## src/rtl/muxer16_rr_sched.sv

```systemverilog
// muxer16_rr_sched: round-robin owner of one shared N:1 single-bit mux.
// Picks a requester, samples its bit and hands it off valid/ready.
module muxer16_rr_sched #(
  parameter int N    = 16,
  parameter int SELW = $clog2(N)
) (
  input  logic            clk,
  input  logic            rst,
  input  logic [N-1:0]    req,
  output logic [SELW-1:0] sel,
  input  logic            mux_q,
  output logic [N-1:0]    gnt,
  output logic            out_valid,
  input  logic            out_ready,
  output logic            out_data,
  output logic [SELW-1:0] out_src
);

  typedef enum logic [1:0] {
    IDLE,
    SAMPLE,
    HOLD
  } state_t;

  state_t          state;
  state_t          state_nx;
  logic [SELW-1:0] ptr;
  logic [SELW-1:0] win;
  logic            any_req;

  assign any_req = |req;

  // rotating priority search: lowest offset from ptr wins
  always_comb begin
    win = ptr;
    for (int k = N - 1; k >= 0; k--) begin
      if (req[ptr + SELW'(k)]) begin
        win = ptr + SELW'(k);
      end
    end
  end

  // state register
  always_ff @(posedge clk or posedge rst) begin
    if (rst) begin
      state <= IDLE;
    end else begin
      state <= state_nx;
    end
  end

  // next-state: arbitrate, sample for one cycle, hold until taken
  always_comb begin
    state_nx = state;
    unique case (state)
      IDLE: begin
        if (any_req) begin
          state_nx = SAMPLE;
        end
      end
      SAMPLE: begin
        state_nx = HOLD;
      end
      HOLD: begin
        if (out_ready) begin
          state_nx = IDLE;
        end
      end
      default: begin
        state_nx = IDLE;
      end
    endcase
  end

  // one-hot acknowledge, only while the bit is being sampled
  always_comb begin
    gnt = '0;
    if (state == SAMPLE) begin
      gnt[sel] = 1'b1;
    end
  end

  // select, pointer and output transfer registers
  always_ff @(posedge clk or posedge rst) begin
    if (rst) begin
      sel       <= '0;
      ptr       <= '0;
      out_valid <= 1'b0;
      out_data  <= 1'b0;
      out_src   <= '0;
    end else begin
      unique case (state)
        IDLE: begin
          if (any_req) begin
            sel <= win;
          end
        end
        SAMPLE: begin
          out_data  <= mux_q;
          out_src   <= sel;
          out_valid <= 1'b1;
        end
        HOLD: begin
          if (out_ready) begin
            out_valid <= 1'b0;
            ptr       <= out_src + SELW'(1);
          end
        end
        default: begin
          out_valid <= 1'b0;
        end
      endcase
    end
  end

endmodule

```

## config.mk

```make
export PLATFORM = sky130hd
export DESIGN_NAME = muxer16_rr_sched
export DESIGN_NICKNAME = d
export VERILOG_FILES = /design/src/rtl/muxer16_rr_sched.sv
export SDC_FILE = /design/constraint.sdc
export NUM_CORES = 1
export LEC_CHECK = 0
export CAP_MARGIN = 20
export CORE_ASPECT_RATIO = 0.5
export CORE_MARGIN = 3
export CORE_UTILIZATION = 30
export CTS_CLUSTER_DIAMETER = 60
export CTS_CLUSTER_SIZE = 24
export DETAILED_ROUTE_END_ITERATION = 8
export PLACE_DENSITY_LB_ADDON = 0.08
export SYNTH_ARGS = -nofsm -noshare
export SYNTH_HDL_FRONTEND = slang
export SYNTH_SLANG_ARGS = --single-unit
```

## constraint.sdc

```tcl
create_clock -name clk -period 6.2 [get_ports clk]
set_input_delay 1.24 -clock clk [delete_from_list [all_inputs] [get_ports clk]]
set_output_delay 1.24 -clock clk [all_outputs]
set_load 0.03 [all_outputs]
```

==> metrics.md <==
| Metric | Value |
|---|---|
| Fraction of layout instances using a drive strength above 1 | `15.0%` |
| Syn Nets | `372` |
| Initial Util | `31.6%` |
| Post-cts resize count | `0` |
| Yosys warns | `0` |
| CTS clock-pin slew for the worst setup and hold paths | `0.05 ns` |
| Crit Path Category | `in2reg` |
| Setup crit end kind | `register` |
| CP startpoint kind | `primary input` |
| Status | `complete, no violations` |
| Gr usage total | `18.8%` |
| Fill cells | `963` |
| Crit share post-route | `65.6%` |
| F_max | `246 MHz` |
| HPWL after DPL | `8250 µm` |
| Die X | `149 µm` |
| Worst Path Max Fanout | `8` |
| Number of synthesized flops with an enable pin | `0` |
| Leading area contributor after synthesis | `mux4_2` |
| Min-Delay Path Class | `reg2reg` |
| CTS Buffer Depth | `2` |
| DR vias | `roughly 3000` |
| Top_reg_cell synth | `dfrtp_1` |
| Final Routed Wirelength | `approximately 11000 µm` |
| Port bufs | `45` |
| Clock Sink Count | `16` |
| # DRC | `0` |
| Initial detailed-routing violation count | `236` |
| Dominant cells by area after synthesis | `mux4_2, dfrtp_1, mux2i_1` |
| Mapped Area | `3060 µm²` |
| Worst-margin pin slew | `between 0.9 and 1 ns` |
| Yosys top cell area share | `22.1%` |
| Fin nets | `408` |
| Max_cap viols | `0` |
| Initial antenna violation count | `0` |
| Post-CTS Hold Buffers | `0` |
| Final min period | `4.07 ns` |
| GP Congestion | `0.916` |
| Slew margin rel. | `35.3%` |
| Hold Slack | `0.489 ns` |
| CTS tree | `done` |
| Setup bufs post-CTS | `0` |
| Die span in y | `77.4 µm` |
| Drt first pass iters | `4` |
| Synth cell types | `58` |
| RSZ-0062 raised after global routing | `false` |
| Post-synthesis instance total | `roughly 340` |
| FP Rows | `25` |
| Worst Skew | `0.00109 ns` |
| Io pins | `46` |
| Post-route ant nets | `0` |
| Syn_area_per_cell | `8.89 µm²` |
| # H-tree levels | `1` |
| Final Hold Viols | `0` |
| Most common cell after layout, fill and taps aside | `clkdlybuf4s50_1` |
| Most frequent cells in the layout | `clkdlybuf4s50_1, nand2_1, mux2i_1` |
| Setup-failing EPs final | `0` |
| CP Data Arrival Time | `4.19 ns` |
| Sequential-to-total area share from yosys stat | `13.1%` |
| CP required | `6.32 ns` |
| Number of buffers created by CTS | `3` |
| Core area | `9670 µm²` |
| Synth Register Bits | `16` |
| Final Max Slew Viols | `0` |
| Layout area overhead | `21.2%` |
| Root Driver | `clkbuf_16` |
| First-pass GRT wire length | `about 17000 µm` |
| Setup TNS | `0 ns` |
| Largest net degree at the start of global routing | `27` |
| Clock Latency Late Sink | `0.24 ns` |
| Drt via density | `just under 6` |
| Asr flop ratio synth | `100%` |
| GRT overflow | `0` |
| Mean routed wirelength per cell | `21.1 µm` |
| Full die area | `11500 µm²` |
| Antenna Cells | `0` |
| Vias in the first global route | `2990` |
==> worst max-delay path, stage by stage <==
cell             delay [ns]
clkdlybuf4s50_1        0.57
mux4_2                 0.56
mux4_2                 0.59
a311oi_1               0.25
o311ai_1               0.17
a211oi_1               0.33
nor3_1                 0.10
o32a_1                 0.36
==> cells in the mapped netlist, drive strengths merged, types with 3 or more instances <==
master,n
nor4,4
o221ai,4
clkbuf,8
a311oi,3
a211oi,4
xor2,7
ha,8
mux2,12
inv,12
nor2,28
nor2b,8
nor3,10
mux4,30
a21oi,22
nand3b,3
o211ai,3
o2111ai,4
o22ai,6
nand3,8
mux2i,35
o21ai,12
xnor2,6
nand2,39
dfrtp,16
buf,12
nand2b,11
==> worst paths after layout <==
| path | end | cells after the start | startpoint | slack (ns) |
|---|---|---|---|---|
| max in group asynchronous | sel[1]$_DFFE_PP0P_ | 2 | rst | 4.39 |
| worst max-delay path | sel[2]$_DFFE_PP0P_ | 8 | req[8] | 2.13 |
| worst min register to register | out_data$_DFFE_PP0P_ | 2 | out_data$_DFFE_PP0P_ | 0.49 |
| worst max register to register | sel[1]$_DFFE_PP0P_ | 11 | ptr[2]$_DFFE_PP0P_ | 2.26 |
| min in group asynchronous | out_data$_DFFE_PP0P_ | 2 | rst | 1.39 |
| worst min-delay path | out_data$_DFFE_PP0P_ | 2 | out_data$_DFFE_PP0P_ | 0.49 |
==> sequential cells by signal, summed over array words and instances (netlist names) <==
signal	count
out_src	4
ptr	4
sel	4
state	2
out_data	1
out_valid	1
==> per-layer routing <==
layer  track usage, %  vias up  routed length (µm)  share of wire [%]
li1                 -     1386                   -                  -
met1             28.7     1486                5360                 49
met2             28.2      133                4520                 42
met3             3.68        6                 905                8.3
met4             2.56        0                  77               0.71
met5                0        -                   0                  0
==> layout make-up <==
type                    count  area [µm²]  share of cell area [%]
repair buffers             51         495                    13.4
flip-flops and latches     16         400                    10.8
well taps                 135         169                    4.56
clock buffers               4        88.8                    2.40
multi-input cells         296        2510                    67.6
inverters                  12        45.0                    1.22
==> stage by stage <==
| step | utilization (%) | instance area [µm²] | worst slack [ns] | cells |
|---|---|---|---|---|
| floorplan | - | 3060 | 2.52 | 344 |
| global placement | 37.4 | 3620 | 1.94 | 510 |
| detailed placement | 37.4 | 3620 | 1.94 | 510 |
| CTS | 38.3 | 3700 | 2.16 | 514 |
| global route | 38.3 | 3700 | 2.00 | 514 |
| finish | 38.3 | 3700 | 2.13 | 514 |
==> cell families after synthesis <==
group / count (synthesis) / share of synthesized area, %
AOI/OAI and AO/OA: 75 / 16.3
DFF: 16 / 13.1
xor gates and xnor gates: 13 / 4.46
and+or+nand+nor: 123 / 19.4
adders and majority gates: 8 / 3.27
buffers and inverters: 32 / 4.91
muxes: 77 / 38.5
Power is left out: the tool's default activity adds up to more than one toggle a clock period on the data nets, which glitch-free logic cannot reach.
